## config.mk

```make
export PLATFORM = sky130hd
export DESIGN_NAME = alu_pipe
export DESIGN_NICKNAME = d
export VERILOG_FILES = /design/src/rtl/alu_pipe.sv
export SDC_FILE = /design/constraint.sdc
export NUM_CORES = 1
export LEC_CHECK = 0
export CORE_MARGIN = 2
export CORE_UTILIZATION = 43
export CTS_BUF_LIST = sky130_fd_sc_hd__clkbuf_8 sky130_fd_sc_hd__clkbuf_16
export DETAILED_ROUTE_END_ITERATION = 16
export GPL_ROUTABILITY_DRIVEN = 0
export PLACE_DENSITY = 0.59
export SYNTH_ARGS = -nofsm -noshare
export SYNTH_HDL_FRONTEND = slang
export SYNTH_SLANG_ARGS = --single-unit
```

## constraint.sdc

```tcl
create_clock -name CLK -period 3.4 [get_ports CLK]
set_clock_uncertainty 0.2 [all_clocks]
set_input_delay 0.68 -clock CLK [delete_from_list [all_inputs] [get_ports CLK]]
set_output_delay 0.68 -clock CLK [all_outputs]
set_load 0.05 [all_outputs]
```

## src/rtl/alu_pipe.sv

```systemverilog
// alu_pipe: signed ALU with valid/ready on both sides and a one-entry registered output stage.
// Define ALU_PIPE_DIV_EN to build the iterative restoring divider; otherwise DIV returns ERR.
module alu_pipe #(
    parameter int WIDTH     = 16,
    parameter int RES_WIDTH = 2*WIDTH
) (
    input  logic                 CLK,
    input  logic                 RST,
    input  logic                 IN_VALID,
    output logic                 IN_READY,
    input  logic [WIDTH-1:0]     A,
    input  logic [WIDTH-1:0]     B,
    input  logic [3:0]           ALU_FUN,
    output logic                 OUT_VALID,
    input  logic                 OUT_READY,
    output logic [RES_WIDTH-1:0] RES,
    output logic [1:0]           RES_GROUP,
    output logic                 ERR
);
    localparam int PAD = RES_WIDTH - WIDTH;
    localparam logic [1:0] G_ARITH = 2'b00;
    localparam logic [1:0] G_LOGIC = 2'b01;
    localparam logic [1:0] G_CMP   = 2'b10;
    localparam logic [1:0] G_SHIFT = 2'b11;

    logic [RES_WIDTH-1:0] res_q, res_d;
    logic [1:0]           grp_q, grp_d;
    logic                 err_q, err_d;
    logic                 vld_q, vld_d;

    logic                 out_free, accept, load_alu;
    logic [RES_WIDTH-1:0] alu_res;
    logic                 alu_err;
    logic [RES_WIDTH-1:0] a_x, b_x;
    logic [1:0]           cmp_v;
    logic [WIDTH-1:0]     lw, sh;

    assign a_x      = {{PAD{A[WIDTH-1]}}, A};
    assign b_x      = {{PAD{B[WIDTH-1]}}, B};
    assign out_free = !vld_q || OUT_READY;
    assign accept   = IN_VALID && IN_READY;

    always_comb begin
        lw      = '0;
        sh      = '0;
        cmp_v   = '0;
        alu_res = '0;
        alu_err = 1'b0;
        case (ALU_FUN[1:0])
            2'b00:   lw = A & B;
            2'b01:   lw = A | B;
            2'b10:   lw = ~(A & B);
            default: lw = ~(A | B);
        endcase
        case (ALU_FUN[1:0])
            2'b00:   sh = A >> 1;
            2'b01:   sh = A << 1;
            2'b10:   sh = B >> 1;
            default: sh = B << 1;
        endcase
        case (ALU_FUN[1:0])
            2'b01:   cmp_v = ($signed(A) == $signed(B)) ? 2'd1 : 2'd0;
            2'b10:   cmp_v = ($signed(A) >  $signed(B)) ? 2'd2 : 2'd0;
            2'b11:   cmp_v = ($signed(A) <  $signed(B)) ? 2'd3 : 2'd0;
            default: cmp_v = 2'd0;
        endcase
        case (ALU_FUN[3:2])
            G_ARITH: begin
                case (ALU_FUN[1:0])
                    2'b00:   alu_res = a_x + b_x;
                    2'b01:   alu_res = a_x - b_x;
                    2'b10:   alu_res = $signed(a_x) * $signed(b_x);
                    default: begin
`ifdef ALU_PIPE_DIV_EN
                        // only loaded for B==0; nonzero divisors go through the iterative path
                        alu_res = {A, {WIDTH{1'b1}}};
`else
                        alu_res = '0;
`endif
                        alu_err = 1'b1;
                    end
                endcase
            end
            G_LOGIC: alu_res = {{PAD{1'b0}}, lw};
            G_CMP:   alu_res = {{(RES_WIDTH-2){1'b0}}, cmp_v};
            G_SHIFT: alu_res = {{PAD{1'b0}}, sh};
        endcase
    end

`ifdef ALU_PIPE_DIV_EN
    localparam int CW = $clog2(WIDTH);
    typedef enum logic {IDLE, BUSY} state_t;

    state_t               state_q, state_d;
    logic [CW-1:0]        cnt_q, cnt_d;
    logic [WIDTH-1:0]     rem_q, rem_d, quo_q, quo_d, dvs_q, dvs_d;
    logic                 negq_q, negq_d, negr_q, negr_d;
    logic [WIDTH:0]       shifted;
    logic                 take, is_div, start_div, div_done;
    logic [WIDTH-1:0]     rem_n, quo_n, q_fix, r_fix;
    logic [RES_WIDTH-1:0] div_res;

    assign is_div    = (ALU_FUN == 4'b0011);
    assign start_div = accept && is_div && (B != '0);
    assign div_done  = (state_q == BUSY) && (cnt_q == '0) && out_free;
    assign load_alu  = accept && !start_div;
    assign IN_READY  = !RST && (state_q == IDLE) && out_free;

    // one restoring step: quotient bits shift into quo_q as dividend bits shift out
    assign shifted = {rem_q, quo_q[WIDTH-1]};
    assign take    = shifted >= {1'b0, dvs_q};
    assign rem_n   = take ? WIDTH'(shifted - {1'b0, dvs_q}) : WIDTH'(shifted);
    assign quo_n   = {quo_q[WIDTH-2:0], take};
    assign q_fix   = negq_q ? -quo_n : quo_n;
    assign r_fix   = negr_q ? -rem_n : rem_n;
    assign div_res = {r_fix, q_fix};

    always_comb begin
        state_d = state_q;
        cnt_d   = cnt_q;
        rem_d   = rem_q;
        quo_d   = quo_q;
        dvs_d   = dvs_q;
        negq_d  = negq_q;
        negr_d  = negr_q;
        case (state_q)
            IDLE: begin
                if (start_div) begin
                    state_d = BUSY;
                    cnt_d   = CW'(WIDTH-1);
                    rem_d   = '0;
                    quo_d   = A[WIDTH-1] ? -A : A;
                    dvs_d   = B[WIDTH-1] ? -B : B;
                    negq_d  = A[WIDTH-1] ^ B[WIDTH-1];
                    negr_d  = A[WIDTH-1];
                end
            end
            BUSY: begin
                // the last step is held (not advanced) until the output register can take it
                if (cnt_q != '0) begin
                    cnt_d = cnt_q - CW'(1);
                    rem_d = rem_n;
                    quo_d = quo_n;
                end else if (out_free) begin
                    state_d = IDLE;
                end
            end
            default: state_d = IDLE;
        endcase
    end

    always_ff @(posedge CLK or posedge RST) begin
        if (RST) begin
            state_q <= IDLE;
            cnt_q   <= '0;
            rem_q   <= '0;
            quo_q   <= '0;
            dvs_q   <= '0;
            negq_q  <= 1'b0;
            negr_q  <= 1'b0;
        end else begin
            state_q <= state_d;
            cnt_q   <= cnt_d;
            rem_q   <= rem_d;
            quo_q   <= quo_d;
            dvs_q   <= dvs_d;
            negq_q  <= negq_d;
            negr_q  <= negr_d;
        end
    end
`else
    assign load_alu = accept;
    assign IN_READY = !RST && out_free;
`endif

    always_comb begin
        vld_d = vld_q && !OUT_READY;
        res_d = res_q;
        grp_d = grp_q;
        err_d = err_q;
        if (load_alu) begin
            vld_d = 1'b1;
            res_d = alu_res;
            grp_d = ALU_FUN[3:2];
            err_d = alu_err;
        end
`ifdef ALU_PIPE_DIV_EN
        if (div_done) begin
            vld_d = 1'b1;
            res_d = div_res;
            grp_d = G_ARITH;
            err_d = 1'b0;
        end
`endif
    end

    always_ff @(posedge CLK or posedge RST) begin
        if (RST) begin
            vld_q <= 1'b0;
            res_q <= '0;
            grp_q <= '0;
            err_q <= 1'b0;
        end else begin
            vld_q <= vld_d;
            res_q <= res_d;
            grp_q <= grp_d;
            err_q <= err_d;
        end
    end

    assign OUT_VALID = vld_q;
    assign RES       = res_q;
    assign RES_GROUP = grp_q;
    assign ERR       = err_q;
endmodule

```

Yosys cells after proc, flatten, opt, wreduce, memory -nomap -nowiden:

Index checks and enable logic that the tools add are counted.

* add/subtract/negate cells: 2
* multipliers: 1
* magnitude comparators: 2
* equal/unequal tests: 7
* muxes and demuxes: 11
* bitwise logic cells: 4
* reductions and logical operators: 10

Operators by type and width (number)
* $pmux 32 s4: 1
* $pmux 16 s3: 2
* $pmux 32 s3: 1
* $mul 16x16->32: 1
* $not 16->16: 2
* $add 16x16->17: 1
* $sub 16x16->17: 1
* $and 16x16->16: 1
* $eq 16x16->1: 1
* $gt 16x16->1: 1
* $lt 16x16->1: 1
* $or 16x16->16: 1
* $eq 2x2->1 const B: 4
* $pmux 2 s3: 1
* $eq 2x1->1 const B: 2
* $logic_not 2->1: 2
* $mux 1: 4
* $mux 2: 2
* $logic_and 1x1->1: 3
* $logic_not 1->1: 3
* $reduce_or 3->1: 1
* $logic_or 1x1->1: 1

* flip-flop bits (word level): 36
* bits of input ports: 40

Logic depth before layout (Yosys ltp):

* depth after elaboration: 5
* gate-level depth with buffers: 23

Least setup slack after synthesis:

No wires, ideal clock.

* path kind: input to register
* start: in B[3]
* end: reg res_q[28] (netlist: RES[28])
* library setup time: 135 ps
* arrival: 6277 ps
* slack: -3212 ps
* cell stages on the path: 21
* cell sequence: clkbuf_1 > clkinv_1 > nor2_1 > fa_1 > fa_1 > fa_1 > fa_1 > fa_1 > inv_1 > fa_1 > inv_1 > ha_1 > and3_1 > a221oi_1 > o21bai_1 > a221o_1 > a41oi_2 > o21ai_1 > a21oi_1 > xor2_1 > o211ai_1

* longest elaborated chain between the ends: 3
* elaborated cells between the ends (all ways): 5

RTL lines
* from (decl): line 12 `input logic [WIDTH-1:0] B,`
* $mul 16x16->32, or another cell as far along: line 72 `2'b10: alu_res = $signed(a_x) * $signed(b_x);`
* $pmux 32 s3 (*): line 69 `case (ALU_FUN[1:0])`
* $pmux 32 s4 (*): line 67 `case (ALU_FUN[3:2])`
* to (signal assigned): line 205 `res_q <= res_d;`
* to (decl): line 26 `logic [RES_WIDTH-1:0] res_q, res_d;`

Every way passes the cells marked *; elsewhere a longest branch is shown, timed or not.
A chain may end at the register's enable or synchronous reset.

Worst setup path in the final report:

* start: in A[10]
* end: reg res_q[28] (netlist: RES[28])

* longest elaborated chain between the ends: 3
* elaborated cells between the ends (all ways): 5

RTL lines
* from (decl): line 11 `input logic [WIDTH-1:0] A,`
* $mul 16x16->32, or another cell as far along: line 72
* $pmux 32 s3 (*): line 69
* $pmux 32 s4 (*): line 67

Marked as above.

==> impl_metrics.json <==
{
  "status": "finished with violations",
  "violations": "setup timing",
  "yosys-top-cells-area": "fa_1 (38%), ha_1 (12%), inv_1 (9.1%), dfrtp_1 (6.6%), nor2_1 (5.0%)",
  "clkLatencyLatePin_ns": 0.28,
  "maxCapViolCount": 0,
  "synth-simple-area-share_pct": 12.9,
  "finalSetupViolCount": 31,
  "hold_violations": 0,
  "async_reset_ff_share_pct": 100,
  "routed_wire_length_per_instance_um": 20.5,
  "synthAdderAreaFrac_pct": 50.5,
  "worstRegToRegCells": 5,
  "grt_start_max_net_pins": 62,
  "hpwl_um": 39100,
  "worstPathRequired_ns": 3.35,
  "clk_pin_slew_ns": 0.06,
  "reg2reg_slack_ns": 1.38,
  "drc_errors": 0,
  "place_area_um2": 17700,
  "max_freq_mhz": 157,
  "highest_layer": "met4",
  "vias_per_cell": 5.37,
  "grtUsageTotal_pct": 30.3,
  "io-pin-count": 77,
  "worstSetupPathType": "in2reg",
  "antenna_cells": 0,
  "synthMuxAreaShare_pct": 3.18,
  "yosysWarnings": 0,
  "yosys.cell_types.count": 67,
  "drv_slew": 0,
  "r2r_start": "OUT_VALID",
  "grt-ovfl-total": 0,
  "antenna_found_initial": 0,
  "start_util_pct": 43.6,
  "drt-initial-drc-count": 931,
  "crit_path_end": "RES[28]",
  "synth_cells": 1599,
  "clock_sinks": 36,
  "synthXorXnorAreaFrac_pct": 4.14,
  "synth_ff_type": "dfrtp_1",
  "die_h_um": 183,
  "grt_pass1_wl_um": 77300,
  "finalCriticalPeriod_ns": 6.37,
  "drive_gt1_share_pct": 37.6,
  "relSlewSlack_pct": 52.6,
  "cts_root_buf": "clkbuf_16",
  "dieArea_um2": 33400,
  "min_period_over_period_pct": 187,
  "synth_compound_area_share_pct": 11.3,
  "rr_endpoint": "RES[30]",
  "syn-cell-area_um2": 13700,
  "layout_commonest_cell": "buf_4",
  "placed_cells": 2306,
  "synth_area_leader_cell": "fa_1",
  "postRouteAntennaNets": 0,
  "drt-total-wl_um": 49600,
  "synth_seq_cells": 36,
  "syn_nets": 2035,
  "min_path_type": "reg2reg",
  "clock_path_buffers": 2,
  "rows": 65,
  "critPathLaunch": "A[10]",
  "yosys.area.top_type_share_pct": 38.4,
  "yosysSeqAreaShare_pct": 6.55,
  "cts_buffers": 5,
  "portBuffers": 76,
  "arrival_ns": 6.33,
  "final_cell_mix": "buf_4 (305), inv_1 (272), fa_1 (233), nand2_1 (164), nor2_1 (131)",
  "core-area_um2": 31600,
  "via_count": 13000,
  "area_delta_synth_final_pct": 47.5,
  "critPathMaxFanout": 5,
  "die_w_um": 183,
  "avgSynthCellArea_um2": 8.60,
  "tightest_slew_ns": 0.710,
  "detailedRoute.firstPassIterationCount": 6,
  "startpoint_type": "input port",
  "nFillCells": 2576,
  "h-tree-depth": 2,
  "final_cell_area_um2": 20300,
  "crit_path_end_kind": "flop",
  "wl_met2_um": 24600,
  "tns_ns": -67.71,
  "cts_tree": "yes",
  "synth_edf_count": 0,
  "rsz0062_at_grt": "true",
  "synth_top_family_by_area": "adder cells",
  "grt_pass1_vias": 13900,
  "setup_ws_ns": -2.97,
  "nNetsFinal": 2455,
  "wl_met1_um": 19500,
  "wl_met3_um": 3050,
  "instances_no_fill": 2421
}
repair_timing:
item	in CTS	in global routing
setup endpoints to repair	31	31
cloned	3	0
pin swaps	132	115
hold buffers	0	0
setup buffers	82	30
resized for setup	396	129
registers in the layout (all words and copies together), names as in the netlist:
name	count
RES_GROUP	2
OUT_VALID	1
RES	32
ERR	1
per-stage QoR:
step                worst slack, ns  hold WS [ns]  util (%)
floorplan                     -2.73         0.545         -
global route                  -3.11         0.308      64.3
finish                        -2.97         0.280      64.3
detailed placement            -3.88         0.268      56.1
CTS                           -3.01         0.285      62.1
global placement              -3.80         0.263      56.1
how the worst min path moves through the flow:
stage / startpoint / end / slack [ns] / cells past startpoint
2_1_floorplan: RES_GROUP[1] / RES_GROUP[1] / 0.54 / 2
3_3_place_gp: RES_GROUP[0] / RES_GROUP[0] / 0.26 / 1
3_5_place_dp: ERR / ERR / 0.27 / 2
4_1_cts: ERR / ERR / 0.29 / 2
5_1_grt: RES_GROUP[0] / RES_GROUP[0] / 0.31 / 1
6_report: ERR / ERR / 0.28 / 2
metal layers:
layer	up-vias	GRT usage, %
met5	-	0
met2	513	52.4
met1	6520	39.4
met3	147	3.18
met4	0	11.7
li1	5817	-
Yosys cell counts, types with 18 or more instances:
cell type  number
clkbuf_1       46
nor2_1        182
inv_1         335
nand2_1       181
fa_1          264
a21o_1         18
xor2_1         19
ha_1          132
o21ai_0        53
dfrtp_1        36
xnor2_1        46
a21oi_1        59
area by class of cell:
cell class	instances	area, um^2	share of cell area [%]
multi-input cells	1152	12800	63.0
flip-flops and latches	36	901	4.44
repair inverters	2	15.0	0.0740
repair buffers	476	4440	21.9
inverters	346	1500	7.42
clock buffers	7	153	0.753
well taps	402	503	2.48
cells by family (layout without fill, tap and decap cells):
kind of cell	after synthesis	count (layout)
muxes	26	26
adders and majority gates	396	396
and+or+nand+nor	430	430
AOI/OAI and AO/OA	235	235
DFF	36	36
buffers and inverters	411	831
xor gates and xnor gates	65	65
worst max-delay path, stage by stage:
cell      delay (ns)
buf_4           0.12
buf_12          0.16
buf_6           0.11
nand2_1         0.06
fa_1            0.52
inv_2           0.04
fa_1            0.47
fa_1            0.57
fa_1            0.44
fa_1            0.51
inv_2           0.04
fa_1            0.50
inv_2           0.05
ha_4            0.21
and3_4          0.19
a221oi_4        0.32
o21bai_1        0.14
a221o_1         0.34
a41oi_4         0.28
o21ai_2         0.14
a21oi_2         0.16
xor2_1          0.16
o211ai_1        0.10
Power is left out: the tool's default activity adds up to more than one toggle a clock period on the data nets, which glitch-free logic cannot reach.
